### src/rtl/hba_qtr_emu_pkg.sv
// Shared constants for the QTR reflectance-sensor emulator: register map,
// control bits, channel state encoding and the 10 us delay unit.
package hba_qtr_emu_pkg;

    localparam logic [1:0] REG_CTRL        = 2'd0;
    localparam logic [1:0] REG_DELAY0      = 2'd1;
    localparam logic [1:0] REG_DELAY1      = 2'd2;
    localparam logic [1:0] REG_CYCLE_COUNT = 2'd3;

    localparam int CTRL_ENABLE_BIT  = 0;
    localparam int CTRL_INTR_EN_BIT = 1;

    // 100_000 ticks per second gives a 10 us delay unit.
    localparam int TICK_DIVISOR = 100_000;

    localparam logic [7:0] DELAY_HOLD = 8'd255;

    typedef enum logic [1:0] {
        CH_IDLE   = 2'd0,
        CH_CHARGE = 2'd1,
        CH_DECAY  = 2'd2,
        CH_HOLD   = 2'd3
    } chan_state_t;

    function automatic int tick_clocks(input int clk_frequency);
        return clk_frequency / TICK_DIVISOR;
    endfunction

endpackage

### src/rtl/hba_qtr_emu_if.sv
// HBA slave bus bundle for the QTR emulator.
interface hba_qtr_emu_if #(
    parameter int ADDR_WIDTH = 12,
    parameter int DBUS_WIDTH = 8
);
    logic                  hba_rnw;
    logic                  hba_select;
    logic [ADDR_WIDTH-1:0] hba_abus;
    logic [DBUS_WIDTH-1:0] hba_dbus;
    logic [DBUS_WIDTH-1:0] hba_dbus_slave;
    logic                  hba_xferack_slave;
    logic                  slave_interrupt;

    modport master (
        output hba_rnw, hba_select, hba_abus, hba_dbus,
        input  hba_dbus_slave, hba_xferack_slave, slave_interrupt
    );

    modport slave (
        input  hba_rnw, hba_select, hba_abus, hba_dbus,
        output hba_dbus_slave, hba_xferack_slave, slave_interrupt
    );
endinterface

### src/rtl/hba_qtr_emu_chan.sv
// One emulated QTR channel: charge while driven high, then decay for
// delay * TICK clocks after release (or hold forever for delay 255).
module qtr_emu_chan
    import hba_qtr_emu_pkg::*;
#(
    parameter int TICK = 600
) (
    input  logic       hba_clk,
    input  logic       hba_reset,
    input  logic       enable,
    input  logic       out_en,
    input  logic       out_sig,
    input  logic [7:0] delay,
    output logic       in_sig,
    output logic       expired,
    output logic       released
);
    localparam int PRESC_W = (TICK > 1) ? $clog2(TICK) : 1;
    localparam logic [PRESC_W-1:0] PRESC_LAST = PRESC_W'(TICK - 1);

    chan_state_t        state, state_nxt;
    logic [7:0]         count, count_nxt;
    logic [PRESC_W-1:0] presc, presc_nxt;
    logic               tick, recharge;

    assign tick     = (presc == PRESC_LAST);
    assign recharge = out_en && out_sig;

    always_ff @(posedge hba_clk or posedge hba_reset) begin
        if (hba_reset) begin
            state <= CH_IDLE;
            count <= '0;
            presc <= '0;
        end else begin
            state <= state_nxt;
            count <= count_nxt;
            presc <= presc_nxt;
        end
    end

    always_comb begin
        state_nxt = state;
        count_nxt = count;
        presc_nxt = presc;
        if (!enable) begin
            state_nxt = CH_IDLE;
            count_nxt = '0;
            presc_nxt = '0;
        end else if (recharge) begin
            state_nxt = CH_CHARGE;
            count_nxt = '0;
            presc_nxt = '0;
        end else begin
            case (state)
                CH_CHARGE: begin
                    // Delay is latched here, so later register writes cannot disturb a running decay.
                    if (out_en)                   state_nxt = CH_IDLE;
                    else if (delay == 8'd0)       state_nxt = CH_IDLE;
                    else if (delay == DELAY_HOLD) state_nxt = CH_HOLD;
                    else begin
                        state_nxt = CH_DECAY;
                        count_nxt = delay;
                        presc_nxt = '0;
                    end
                end
                CH_DECAY: begin
                    if (tick) begin
                        presc_nxt = '0;
                        count_nxt = count - 8'd1;
                        if (count == 8'd1) state_nxt = CH_IDLE;
                    end else begin
                        presc_nxt = presc + 1'b1;
                    end
                end
                default: ;
            endcase
        end
    end

    always_comb begin
        in_sig   = (state != CH_IDLE);
        expired  = enable && !recharge && (state == CH_DECAY) && tick && (count == 8'd1);
        released = enable && (state == CH_CHARGE) && !out_en && (delay == 8'd0);
    end

endmodule

### src/rtl/hba_qtr_emu.sv
// HBA peripheral emulating a two-channel QTR reflectance sensor; holds the
// register file and bus decode, with the channel timing in qtr_emu_chan.
module hba_qtr_emu
    import hba_qtr_emu_pkg::*;
#(
    parameter int CLK_FREQUENCY     = 60_000_000,
    parameter int DBUS_WIDTH        = 8,
    parameter int PERIPH_ADDR_WIDTH = 4,
    parameter int REG_ADDR_WIDTH    = 8,
    parameter int ADDR_WIDTH        = PERIPH_ADDR_WIDTH + REG_ADDR_WIDTH,
    parameter int PERIPH_ADDR       = 0
) (
    input  logic          hba_clk,
    input  logic          hba_reset,
    hba_qtr_emu_if.slave  hba,
    input  logic [1:0]    qtr_out_en,
    input  logic [1:0]    qtr_out_sig,
    output logic [1:0]    qtr_in_sig
);
    localparam int TICK = tick_clocks(CLK_FREQUENCY);

    logic       decode, served, ack, wr_en, intr_q;
    logic [1:0] reg_idx, ctrl, expired, released;
    logic [7:0] delay0, delay1, cycle_count, rd8;
    logic [DBUS_WIDTH-1:0] dbus_q;
    logic       unused_abus;

    assign decode  = hba.hba_select &&
                     (hba.hba_abus[ADDR_WIDTH-1:REG_ADDR_WIDTH] == PERIPH_ADDR_WIDTH'(PERIPH_ADDR));
    assign reg_idx = hba.hba_abus[1:0];
    assign wr_en   = ack && decode && !hba.hba_rnw;
    assign unused_abus = &{1'b0, hba.hba_abus[REG_ADDR_WIDTH-1:2]};

    always_comb begin
        rd8 = 8'd0;
        case (reg_idx)
            REG_CTRL:   rd8 = {6'd0, ctrl};
            REG_DELAY0: rd8 = delay0;
            REG_DELAY1: rd8 = delay1;
            default:    rd8 = cycle_count;
        endcase
    end

    // One ack per select assertion; served stays set until select drops.
    always_ff @(posedge hba_clk or posedge hba_reset) begin
        if (hba_reset) begin
            ack    <= 1'b0;
            served <= 1'b0;
            dbus_q <= '0;
        end else begin
            ack    <= decode && !served;
            dbus_q <= (decode && !served && hba.hba_rnw) ? DBUS_WIDTH'(rd8) : '0;
            if (!hba.hba_select) served <= 1'b0;
            else if (decode)     served <= 1'b1;
        end
    end

    always_ff @(posedge hba_clk or posedge hba_reset) begin
        if (hba_reset) begin
            ctrl        <= '0;
            delay0      <= '0;
            delay1      <= '0;
            cycle_count <= '0;
            intr_q      <= 1'b0;
        end else begin
            if (wr_en) begin
                case (reg_idx)
                    REG_CTRL: begin
                        ctrl[CTRL_ENABLE_BIT]  <= hba.hba_dbus[CTRL_ENABLE_BIT];
                        ctrl[CTRL_INTR_EN_BIT] <= hba.hba_dbus[CTRL_INTR_EN_BIT];
                    end
                    REG_DELAY0: delay0 <= hba.hba_dbus[7:0];
                    REG_DELAY1: delay1 <= hba.hba_dbus[7:0];
                    default: ;
                endcase
            end
            if (expired[0] || released[0]) cycle_count <= cycle_count + 8'd1;
            intr_q <= ctrl[CTRL_INTR_EN_BIT] && (|expired);
        end
    end

    assign hba.hba_dbus_slave    = dbus_q;
    assign hba.hba_xferack_slave = ack;
    assign hba.slave_interrupt   = intr_q;

    qtr_emu_chan #(.TICK(TICK)) u_chan0 (
        .hba_clk  (hba_clk),
        .hba_reset(hba_reset),
        .enable   (ctrl[CTRL_ENABLE_BIT]),
        .out_en   (qtr_out_en[0]),
        .out_sig  (qtr_out_sig[0]),
        .delay    (delay0),
        .in_sig   (qtr_in_sig[0]),
        .expired  (expired[0]),
        .released (released[0])
    );

    qtr_emu_chan #(.TICK(TICK)) u_chan1 (
        .hba_clk  (hba_clk),
        .hba_reset(hba_reset),
        .enable   (ctrl[CTRL_ENABLE_BIT]),
        .out_en   (qtr_out_en[1]),
        .out_sig  (qtr_out_sig[1]),
        .delay    (delay1),
        .in_sig   (qtr_in_sig[1]),
        .expired  (expired[1]),
        .released (released[1])
    );

endmodule
### src/flat_wrapper.sv
// flat-port wrapper written by rule: the top's interface ports become plain ports
module hba_qtr_emu_flat import hba_qtr_emu_pkg::*;
#(
    parameter int CLK_FREQUENCY     = 60_000_000,
    parameter int DBUS_WIDTH        = 8,
    parameter int PERIPH_ADDR_WIDTH = 4,
    parameter int REG_ADDR_WIDTH    = 8,
    parameter int ADDR_WIDTH        = PERIPH_ADDR_WIDTH + REG_ADDR_WIDTH,
    parameter int PERIPH_ADDR       = 0
)
  (hba_clk, hba_reset, qtr_out_en, qtr_out_sig, qtr_in_sig, hba_hba_rnw, hba_hba_select, hba_hba_abus, hba_hba_dbus, hba_hba_dbus_slave, hba_hba_xferack_slave, hba_slave_interrupt);
  hba_qtr_emu_if #(.ADDR_WIDTH(ADDR_WIDTH), .DBUS_WIDTH(DBUS_WIDTH)) hba_i ();
  input  logic hba_clk;
  input  logic hba_reset;
  input  logic [1:0] qtr_out_en;
  input  logic [1:0] qtr_out_sig;
  output logic [1:0] qtr_in_sig;
  input wire logic [$bits(hba_i.hba_rnw)-1:0] hba_hba_rnw;
  input wire logic [$bits(hba_i.hba_select)-1:0] hba_hba_select;
  input wire logic [$bits(hba_i.hba_abus)-1:0] hba_hba_abus;
  input wire logic [$bits(hba_i.hba_dbus)-1:0] hba_hba_dbus;
  output wire logic [$bits(hba_i.hba_dbus_slave)-1:0] hba_hba_dbus_slave;
  output wire logic [$bits(hba_i.hba_xferack_slave)-1:0] hba_hba_xferack_slave;
  output wire logic [$bits(hba_i.slave_interrupt)-1:0] hba_slave_interrupt;
  assign hba_i.hba_rnw = hba_hba_rnw;
  assign hba_i.hba_select = hba_hba_select;
  assign hba_i.hba_abus = hba_hba_abus;
  assign hba_i.hba_dbus = hba_hba_dbus;
  assign hba_hba_dbus_slave = hba_i.hba_dbus_slave;
  assign hba_hba_xferack_slave = hba_i.hba_xferack_slave;
  assign hba_slave_interrupt = hba_i.slave_interrupt;
  hba_qtr_emu #(.CLK_FREQUENCY(CLK_FREQUENCY), .DBUS_WIDTH(DBUS_WIDTH), .PERIPH_ADDR_WIDTH(PERIPH_ADDR_WIDTH), .REG_ADDR_WIDTH(REG_ADDR_WIDTH), .ADDR_WIDTH(ADDR_WIDTH), .PERIPH_ADDR(PERIPH_ADDR)) u_core (.hba_clk(hba_clk), .hba_reset(hba_reset), .hba(hba_i), .qtr_out_en(qtr_out_en), .qtr_out_sig(qtr_out_sig), .qtr_in_sig(qtr_in_sig));
endmodule
### config.mk
export PLATFORM = sky130hd
export DESIGN_NAME = hba_qtr_emu_flat
export DESIGN_NICKNAME = d
export VERILOG_FILES = /design/src/rtl/hba_qtr_emu_pkg.sv /design/src/rtl/hba_qtr_emu_if.sv /design/src/rtl/hba_qtr_emu_chan.sv /design/src/rtl/hba_qtr_emu.sv /design/src/flat_wrapper.sv
export SDC_FILE = /design/constraint.sdc
export NUM_CORES = 1
export LEC_CHECK = 0
export ABC_CLOCK_PERIOD_IN_PS = 4000
export CAP_MARGIN = 5
export CORE_UTILIZATION = 62
export CTS_CLUSTER_DIAMETER = 200
export DETAILED_ROUTE_END_ITERATION = 10
export MAX_ROUTING_LAYER = met4
export PLACE_DENSITY = 0.86
export SLEW_MARGIN = 20
export SYNTH_ARGS = -nofsm -noshare
export SYNTH_HDL_FRONTEND = slang
export SYNTH_SLANG_ARGS = --single-unit
### constraint.sdc
create_clock -name hba_clk -period 4 [get_ports hba_clk]
set_input_delay 0.4 -clock hba_clk [delete_from_list [all_inputs] [get_ports hba_clk]]
set_output_delay 0.4 -clock hba_clk [all_outputs]
set_load 0.02 [all_outputs]
### Word level (Yosys, flattened, before mapping)

Cells that the tools add are included.

| cells by class | value |
|---|---|
| equal/unequal tests | 25 |
| reduce and logical (&&, ||, !) cells | 41 |
| add/sub/neg operators | 5 |
| multiplexer cells | 48 |

Operators by type and width:

| operator | number |
|---|---|
| $mux 10 | 12 |
| $mux 8 | 13 |
| $ne 4x4->1 const B | 12 |
| $pmux 10 s2 | 2 |
| $pmux 8 s2 | 2 |
| $mux 2 | 12 |
| $pmux 8 s3 | 1 |
| $add 10x1->10 const B | 2 |
| $eq 10x10->1 const B | 2 |
| $logic_and 1x1->1 | 19 |
| $eq 8x1->1 const B | 2 |
| $eq 8x8->1 const B | 2 |
| $logic_not 8->1 | 2 |
| $sub 8x1->8 const B | 2 |
| $reduce_and 5->1 | 2 |
| $add 8x1->8 const B | 1 |
| $pmux 2 s2 | 2 |
| $reduce_and 4->1 | 2 |
| $eq 2x1->1 const B | 3 |
| $eq 2x2->1 const B | 3 |
| $reduce_and 2->1 | 3 |
| $reduce_and 3->1 | 2 |
| $logic_not 1->1 | 5 |
| $logic_not 4->1 | 1 |
| 6 further kinds | 10 |

| word-level totals | value |
|---|---|
| logic and storage cells | 133 |
| bits in registers | 77 |
| output and inout bits | 12 |

### Depth between registers and ports, before layout

Gate-level depths: netlist (run 1).

| depth | value |
|---|---|
| depth in word-level cells | 8 |
| depth in mapped cells | 8 |
| gate-level depth less buffers | 7 |

### By module

Synthesis (run 1) repeated with hierarchy kept, for this count alone.

| unflattened totals | value |
|---|---|
| cells, all modules | 430 |
| area, all modules | 4,374.2 sq um |

By module, submodules not included:

| module | cells an instance | times used | area each (sq um) | seq. area each (sq um) |
|---|---|---|---|---|
| hba_qtr_emu | 114 | 1 | 1,594.0 | 925.9 |
| qtr_emu_chan (u_core.u_chan0) | 160 | 1 | 1,396.3 | 500.5 |
| qtr_emu_chan (u_core.u_chan1) | 156 | 1 | 1,383.8 | 500.5 |

### Worst setup path before layout (run 1)

OpenSTA, ideal clock, no wires.

| path | value |
|---|---|
| path type | reg-to-reg |
| start | reg u_core.u_chan0.count[2] |
| end | reg u_core.cycle_count[1] |
| data arrival time | 1,889 ps |
| buffers on the path | 0 |
| clock period less this slack | 2,013 ps |
| slack | 1,987 ps |
| stages on the path, launching flop included | 5 |
| setup time | 125 ps |
| cell sequence | dfrtp_1 -> nor4_2 -> nand4_1 -> o31ai_1 -> mux2_2 |

| between the ends | value |
|---|---|
| cells in the longest elaborated chain, start to end | 3 |

Ends and longest elaborated chain:

| what | line | text |
|---|---|---|
| start: declaration | hba_qtr_emu_chan.sv:22 | `logic [7:0] count, count_nxt;` |
| start signal: assignment | hba_qtr_emu_chan.sv:36 | `count <= count_nxt;` |
| $eq 8x1->1 | hba_qtr_emu_chan.sv:82 | `expired = enable && !recharge && (state == CH_DECAY) && tick && (count == 8'd1);` |
| $logic_and 1x1->1 | hba_qtr_emu_chan.sv:82 |  |
| $logic_or 1x1->1 | hba_qtr_emu.sv:77 | `if (expired[0] \|\| released[0]) cycle_count <= cycle_count + 8'd1;` |
| end signal: assignment | hba_qtr_emu.sv:77 |  |
| end: declaration | hba_qtr_emu.sv:24 | `logic [7:0] delay0, delay1, cycle_count, rd8;` |

Every way passes these cells.
A chain may end at the register's enable or synchronous reset.

### Worst setup path in the final report (run 1)

| path | value |
|---|---|
| start | reg u_core.u_chan1.state[1] |
| end | reg u_core.u_chan1.presc[8] |

| between the ends | value |
|---|---|
| cells in the longest elaborated chain, start to end | 4 |
| elaborated cells on any way between the ends | 10 |
| classes of those cells | eq/ne (6); mux (3); reduce/logical (1) |

Ends and longest elaborated chain:

| what | line | text |
|---|---|---|
| start: declaration | hba_qtr_emu_chan.sv:21 | `chan_state_t state, state_nxt;` |
| start signal: assignment | hba_qtr_emu_chan.sv:35 | `state <= state_nxt;` |
| $eq 2x2->1 / $eq 2x1->1 (equally long branches) | hba_qtr_emu_chan.sv:54 | `case (state)` |
| $pmux 10 s2 | hba_qtr_emu_chan.sv:54 |  |
| $mux 10 | hba_qtr_emu_chan.sv:49 | `end else if (recharge) begin` |
| $mux 10 | hba_qtr_emu_chan.sv:45 | `if (!enable) begin` |
| end signal: assignment | hba_qtr_emu_chan.sv:37 | `presc <= presc_nxt;` |
| end: declaration | hba_qtr_emu_chan.sv:23 | `logic [PRESC_W-1:0] presc, presc_nxt;` |

Several ways; a longest one is shown, not always the timed one.

==> results.ini, run 1 <==
[run]
maxCapViolCount = 0

[drt]
dr_total_vias = 3560
finalWirelength_um = 9910
drc = 0
firstDrtPassIters = 5
drtAntennaViolNets = 0
detail_route.vias_per_cell = 6.77
detailedRoute.firstIterationViolations = 359
routedWlPerCell_um = 18.8

[logic_synthesis]
mappedNetlistNets = 451
synth-compound-area-share_pct = 18.5
cell_area_after_technology_mapping_mm2 = 0.00412
synth.ff_latch_count = 77
synthSimpleGateAreaFrac_pct = 19.3
synth.yosys.seq_area_share_pct = 46.8
post_synth_fa_ha_maj_area_fraction_pct = 2.13
largest_family_of_logic_cells_by_synthesized_area = simple AND/OR/NAND/NOR gates
synth_xor_xnor_area_share_pct = 1.91
muxShareOfSynthArea_pct = 7.93
synth_enable_flop_cells = 0
synth.avg_cell_area_um2 = 9.90
postSynth.asyncResetShare_pct = 100
yosys_warnings = 0
syn-instance-count = 416
post_synth_num_cell_types = 56
synth_top_flop_cell = dfrtp_1

[critical_path]
r2r_setup_slack_ps = 1420
worstPathArrival_ps = 2830
crit_path_top_delay_cell = nor2b_1
cp_max_fo = 13
timing.setup.critical_path_class = reg -> reg
timing.rr.start = u_core.u_chan1.state[1]$_DFFE_PP0P_
cp-start-kind = flop
reg2regPathDepth = 5
path_delay_family = simple AND/OR/NAND/NOR gates
crit_cells = 5
cp_cell_sequence = nor2b_1, nand2_1, or2_2, or3_1, o21ai_0
r2r-end = u_core.u_chan1.presc[8]$_DFFE_PP0P_
delay_of_the_slowest_critical_path_stage_ps = 560
crit_buf_inv = 0
critPathRequiredTime_ps = 4250
crit_start = u_core.u_chan1.state[1]$_DFFE_PP0P_
timing.critical_path.to = u_core.u_chan1.presc[8]$_DFFE_PP0P_
worst_setup_path_end_kind = flop

[global_routing]
grt_usage_pct = 31.9
grt_first_pass_wirelength_um = 17000
maximum_number_of_pins_on_one_net_before_global_route_repair = 31
grt_pass1_vias = 3512
overall_overflow_remaining_after_global_route = 0
number_of_antenna_violations_at_the_first_check_in_global_routing = 0

[power]
pwr_density_cell_mw_per_mm2 = 317
p_leak_nw = 2.01
max_ir_drop_vdd_v = 0.000296

[place]
dp_hpwl_um = 6960
io_buffers = 33
rd_place_congestion = 0.923
place.detailed.instances = 510

[run_status]
run_status = finished, final reports clean

[floorplan]
io_pins = 40
dieArea_mm2 = 0.00697
initial_utilization_pct = 64.5
row_count = 29
die_x_um = 83.5
core_region_area_mm2 = 0.00639
floorplan.die.height_um = 83.5

[timing]
timing.clock.skew_ps = 17.0
worst_slew_pin_slew_ps = 730
grt_setup_unrepaired = false
timing.fmax_ghz = 0.387
finalSetupViolations = 0
layout_worst_path_cycle_share_pct = 64.6
setup-tns-final_ps = 0
final.min_clock_period_ps = 2580
timing_hold_violations_final = 0
slew_headroom_pct = 51.2
final-max-slew-violation-count = 0

[clocking]
insertion_delay_ps = 350
tritoncts = built
cts_max_level = 3
cts-root-buf = clkbuf_8
cts-root-to-sink-buffers = 2
postCtsSetupRepairBufs = 0
cts.sinks = 77
resized_gates_after_cts = 0
tritoncts.num_buffers = 9
clk_pin_slew_worst_paths_ps = 90
holdBufCountCts = 0

[cells_and_area]
syn2layout_area_growth_pct = 14.1
antenna_cells = 0
finalNonFillerCells = 526
nets = 479
drive_gt1_share_pct = 12.7

[worst_hold_path]
hold_class = in -> async

[area by class of cell]
class | count | area, um^2
Fill cell | 448 | 1690
Timing Repair Buffer | 37 | 360
Clock buffer | 9 | 124
Tap cell | 77 | 96.3
Inverter | 12 | 45.0
Clock inverter | 7 | 98.8
Multi-Input combinational cell | 307 | 2050
Sequential cell | 77 | 1930
[routing by layer]
layer / track usage [%] / vias to the layer above / wire (um)
li1: - / 1609 / -
met1: 41.5 / 1750 / 4230
met2: 47.8 / 166 / 4680
met3: 6.92 / 35 / 709
met4: 15.6 / 0 / 291
met5: - / - / 0
[worst reg2reg max path, stage by stage, from the launching register on]
cell     delay, ps
dfrtp_1        450
nor2b_1        560
nand2_1        480
or2_2          530
or3_1          370
o21ai_0        100
[flip-flops by register name, summed over array words and instances, names as in the netlist]
name / cells
u_core.hba.slave_interrupt: 1
u_core.served: 1
u_core.delay1: 8
u_core.hba.hba_xferack_slave: 1
u_core.hba.hba_dbus_slave: 8
u_core.u_chan0.presc: 10
u_core.cycle_count: 8
u_core.u_chan1.state: 2
u_core.u_chan0.state: 2
u_core.u_chan1.presc: 10
u_core.u_chan0.count: 8
u_core.delay0: 8
u_core.u_chan1.count: 8
u_core.ctrl: 2
[power by group]
group	internal (mW)	switching (mW)
clock network	0.354	0.301
registers	0.779	0.00175
logic	0.0244	0.0300
[Yosys cell counts, drive strengths merged (3+ instances only)]
| library cell | n | area [um^2] |
|---|---|---|
| a21boi | 4 | 33.8 |
| a21o | 3 | 22.5 |
| a21oi | 16 | 80.1 |
| a22o | 5 | 43.8 |
| a22oi | 11 | 82.6 |
| a31oi | 6 | 37.5 |
| a32oi | 3 | 26.3 |
| and3 | 10 | 62.6 |
| buf | 9 | 55.0 |
| clkbuf | 11 | 42.5 |
| dfrtp | 77 | 1930 |
| ha | 7 | 87.6 |
| inv | 12 | 45.0 |
| mux2 | 25 | 282 |
| nand2 | 32 | 120 |
| nand2b | 4 | 25.0 |
| nand3 | 10 | 50.1 |
| nand4 | 10 | 62.6 |
| nor2 | 29 | 111 |
| nor2b | 3 | 18.8 |
| nor3 | 10 | 50.1 |
| nor3b | 8 | 60.1 |
| nor4 | 9 | 77.6 |
| o211ai | 6 | 45.0 |
| o21ai | 42 | 210 |
| o31ai | 11 | 82.6 |
| or2 | 4 | 25.0 |
| or3 | 7 | 43.8 |
| xnor2 | 8 | 70.1 |
[logic make-up (layout without fill, tap and decap cells)]
family / Yosys count / in the layout
fa+ha+maj: 7 / 7
flops: 77 / 77
xor+xnor: 9 / 9
simple gates: 146 / 146
buf+inv: 32 / 65
compound gates: 118 / 118
mux: 27 / 27
[through the flow]
stage | power (mW) | cell area (um^2) | hold slack (ps) | util (%) | worst slack, ps
floorplan | 0.818 | 4120 | 430 | - | 1630
global placement | 0.849 | 4480 | 451 | 70.1 | 1260
detailed placement | 0.851 | 4480 | 463 | 70.1 | 1220
CTS | 1.50 | 4700 | 411 | 73.6 | 1500
global route | 1.54 | 4700 | 430 | 73.6 | 1290
finish | 1.49 | 4700 | 396 | 73.6 | 1420
[cell usage in the layout (no fill, tap or decap), drive strengths merged, types with 5 or more instances in the layout]
master,instances
clkbuf,9
nand4,10
a22oi,11
nor3b,8
inv,13
xnor2,8
dfrtp,77
or3,7
nor2,29
a21oi,16
nor4,9
o211ai,6
nand3,10
a22o,5
o21ai,42
and3,10
a31oi,6
nor3,10
ha,7
o31ai,11
clkdlybuf4s50,33
nand2,32
mux2,25
[worst min-delay path by stage]
| stage | startpoint | to | slack (ps) |
|---|---|---|---|
| finish | hba_reset | u_core.u_chan1.count[5]$_DFFE_PP0P_ | 400 |
| global route | hba_reset | u_core.u_chan1.count[5]$_DFFE_PP0P_ | 430 |
| CTS | hba_reset | u_core.u_chan1.count[5]$_DFFE_PP0P_ | 410 |
| detailed placement | u_core.served$_DFFE_PP0P_ | u_core.hba.hba_xferack_slave$_DFF_PP0_ | 460 |
| global placement | u_core.served$_DFFE_PP0P_ | u_core.hba.hba_xferack_slave$_DFF_PP0_ | 450 |
| floorplan | u_core.served$_DFFE_PP0P_ | u_core.hba.hba_xferack_slave$_DFF_PP0_ | 430 |
(Power assumes the default switching activity.)
==> run 2, diff against run 1 <==
--- a/config.mk
+++ b/config.mk
@@ -5,13 +5,13 @@
 export SDC_FILE = /design/constraint.sdc
 export NUM_CORES = 1
 export LEC_CHECK = 0
-export ABC_CLOCK_PERIOD_IN_PS = 4000
+export ABC_CLOCK_PERIOD_IN_PS = 2200
 export CAP_MARGIN = 5
-export CORE_UTILIZATION = 62
+export CORE_UTILIZATION = 52
 export CTS_CLUSTER_DIAMETER = 200
 export DETAILED_ROUTE_END_ITERATION = 10
 export MAX_ROUTING_LAYER = met4
-export PLACE_DENSITY = 0.86
+export PLACE_DENSITY = 0.77
 export SLEW_MARGIN = 20
 export SYNTH_ARGS = -nofsm -noshare
 export SYNTH_HDL_FRONTEND = slang
==> constraint.sdc (replaced) <==
create_clock -name hba_clk -period 2.2 [get_ports hba_clk]
set_input_delay 0.22 -clock hba_clk [delete_from_list [all_inputs] [get_ports hba_clk]]
set_output_delay 0.22 -clock hba_clk [all_outputs]
set_load 0.02 [all_outputs]
==> run 2 against run 1 <==
Critical path depth is 2 higher. Routed wire length is 5.8% higher. Hold slack worse by 150 ps. Final area is 6.3% higher. Worst setup slack worse by 1300 ps. Non-clock buffer count is 30 higher. Register-to-register slack worse by 1300 ps. Flip-flop and latch count stayed put. Cell count is 10% higher. Die area is 19% higher.
==> results.ini, run 2 (same netlist as run 1, synthesis figures left out) <==
[critical_path]
path_delay_family = simple AND/OR/NAND/NOR gates
crit_path_top_delay_cell = dfrtp_1
worstPathArrival_ps = 2350  ; -480 ps
critPathRequiredTime_ps = 2470  ; -1780 ps
cp-start-kind = flop
worst_setup_path_end_kind = flop
cp_max_fo = 5  ; -8
crit_buf_inv = 1  ; +1
cp_cell_sequence = ha_2, nor4bb_4, and4_2, or2_2, buf_4, or3_1, o21ai_0
delay_of_the_slowest_critical_path_stage_ps = 420  ; -140 ps
timing.setup.critical_path_class = reg -> reg

[global_routing]
overall_overflow_remaining_after_global_route = 0  ; unchanged
maximum_number_of_pins_on_one_net_before_global_route_repair = 42  ; +35%
grt_pass1_vias = 3582  ; +2.0%
grt_usage_pct = 27.5  ; -4.3 points
grt_first_pass_wirelength_um = 17400  ; +2.4%
number_of_antenna_violations_at_the_first_check_in_global_routing = 0  ; unchanged

[clocking]
holdBufCountCts = 0  ; unchanged
tritoncts = built
cts.sinks = 77  ; unchanged
clk_pin_slew_worst_paths_ps = 80  ; about the same
insertion_delay_ps = 350  ; about the same
postCtsSetupRepairBufs = 0  ; unchanged
cts-root-to-sink-buffers = 2  ; unchanged
tritoncts.num_buffers = 9  ; unchanged
cts_max_level = 3  ; unchanged
cts-root-buf = clkbuf_8

[cells_and_area]
nFillCells = 659  ; +47%
nets = 509  ; +6.3%
seqCellArea_mm2 = 0.00193  ; unchanged
syn2layout_area_growth_pct = 21.3
layout_common_cells = dfrtp_1, o21ai_0, clkdlybuf4s50_1, buf_4, nand2_1
final_util_pct = 65.0  ; -8.6 points
commonest_non_fill_non_tap_cell_in_the_layout = dfrtp_1
finish.instance_area_mm2 = 0.00499  ; +6.3%
largest_registers = u_core.u_chan0.presc (10), u_core.u_chan1.presc (10)
multiInputGateArea_mm2 = 0.00208  ; +1.7%
finalNonFillerCells = 581  ; +10%
drive_gt1_share_pct = 19.4  ; +6.7 points
antenna_cells = 0  ; unchanged

[power]
max_ir_drop_vdd_v = 0.000326  ; +10%
pwr_density_cell_mw_per_mm2 = 539  ; +70%
p_total_mw = 2.69  ; +81%
p_leak_nw = 2.15  ; +7.1%

[drt]
routedWlPerCell_um = 18.0  ; -4.2%
dr_total_vias = 3627  ; +1.9%
met3_wirelength_um = 619  ; -13%
finalWirelength_um = 10500  ; +5.8%
drtAntennaViolNets = 0  ; unchanged
wl_met1_um = 4540  ; +7.4%
detail_route.vias_per_cell = 6.24  ; -7.8%
detailedRoute.firstIterationViolations = 219  ; -39%
maxUsedRoutingLayer = met4
met2_wirelength_um = 5070  ; +8.3%
firstDrtPassIters = 6  ; +1
drc = 0  ; unchanged

[floorplan]
core_region_area_mm2 = 0.00769  ; +20%
initial_utilization_pct = 53.5  ; -11 points
row_count = 32  ; +10%
dieArea_mm2 = 0.00828  ; +19%
io_pins = 40  ; unchanged
die_x_um = 91.0  ; +9.0%
floorplan.die.height_um = 91.0  ; +9.0%

[timing]
final-max-slew-violation-count = 0  ; unchanged
layout_worst_path_cycle_share_pct = 94.3  ; +30 points
setup-tns-final_ps = 0  ; unchanged
timing.clock.skew_ps = 11.2  ; -5.89 ps
final.min_clock_period_ps = 2070  ; -508 ps
timing.fmax_ghz = 0.482  ; +25%
setup_slack_ps = 126  ; -1290 ps
final.hold.worst_slack_ps = 248  ; -149 ps
timing_hold_violations_final = 0  ; unchanged
worst_slew_pin_slew_ps = 576  ; -154 ps
grt_setup_unrepaired = false
slew_headroom_pct = 61.1  ; +9.9 points
finalSetupViolations = 0  ; unchanged

[place]
placement.cell_area_mm2 = 0.00474  ; +6.0%
rd_place_congestion = 0.899  ; -2.6%
io_buffers = 33  ; unchanged
dp_hpwl_um = 7550  ; +8.4%
place.detailed.instances = 565  ; +11%
place_worst_setup_slack_ps = -16.8  ; -1240 ps

[run]
maxCapViolCount = 0  ; unchanged

[worst_hold_path]
hold_class = in -> async

[run_status]
run_status = finished, final reports clean

[run 2: final cells by class]
type / instances / share of cell area (%)
clock buffer: 10 / 2.56
clock inverter: 6 / 1.75
inverter: 12 / 0.902
multi-input combinational: 307 / 41.7
sequential: 77 / 38.6
tap: 102 / 2.56
timing repair buffer: 67 / 12.0
[run 2: power breakdown]
group          switching (mW)  leakage [nW]  internal [mW]
sequential            0.00278          1.08           1.42
clock                   0.529        0.0985          0.637
combinational          0.0567         0.977         0.0509
[run 2: timing repair]
| action | 4_1_cts | 5_1_grt |
|---|---|---|
| endpoints found under the setup margin | 1 | 20 |
| gates resized for setup | 1 | 7 |
| pin swaps | 0 | 1 |
[run 2: worst paths after layout]
check	start	end	slack, ps	cells past startpoint
min	hba_reset	u_core.u_chan0.state[1]$_DFFE_PP0P_	250	2
max	u_core.u_chan0.presc[0]$_DFFE_PP0P_	u_core.u_chan0.presc[7]$_DFFE_PP0P_	130	7
min reg2reg	u_core.served$_DFFE_PP0P_	u_core.hba.hba_xferack_slave$_DFF_PP0_	470	1
min in group hba_clk	hba_hba_select	u_core.served$_DFFE_PP0P_	450	3
max in group asynchronous	hba_reset	u_core.cycle_count[0]$_DFFE_PP0P_	1340	3
max reg2reg	u_core.u_chan0.presc[0]$_DFFE_PP0P_	u_core.u_chan0.presc[7]$_DFFE_PP0P_	130	7
[run 2: worst register-to-register path: cells and delay by family (launching register included)]
family | cells | cell delay [ps]
AO/OA/AOI/OAI | 1 | 80
AND/OR/NAND/NOR | 4 | 1110
buffers and inverters | 1 | 160
flip-flops | 1 | 420
adder cells (fa/ha/maj) | 1 | 230
[run 2: layer usage]
metal | track usage [%] | up-vias
li1 | - | 1671
met1 | 36.4 | 1789
met2 | 42.2 | 144
met3 | 4.77 | 23
met4 | 11.5 | 0
met5 | - | -
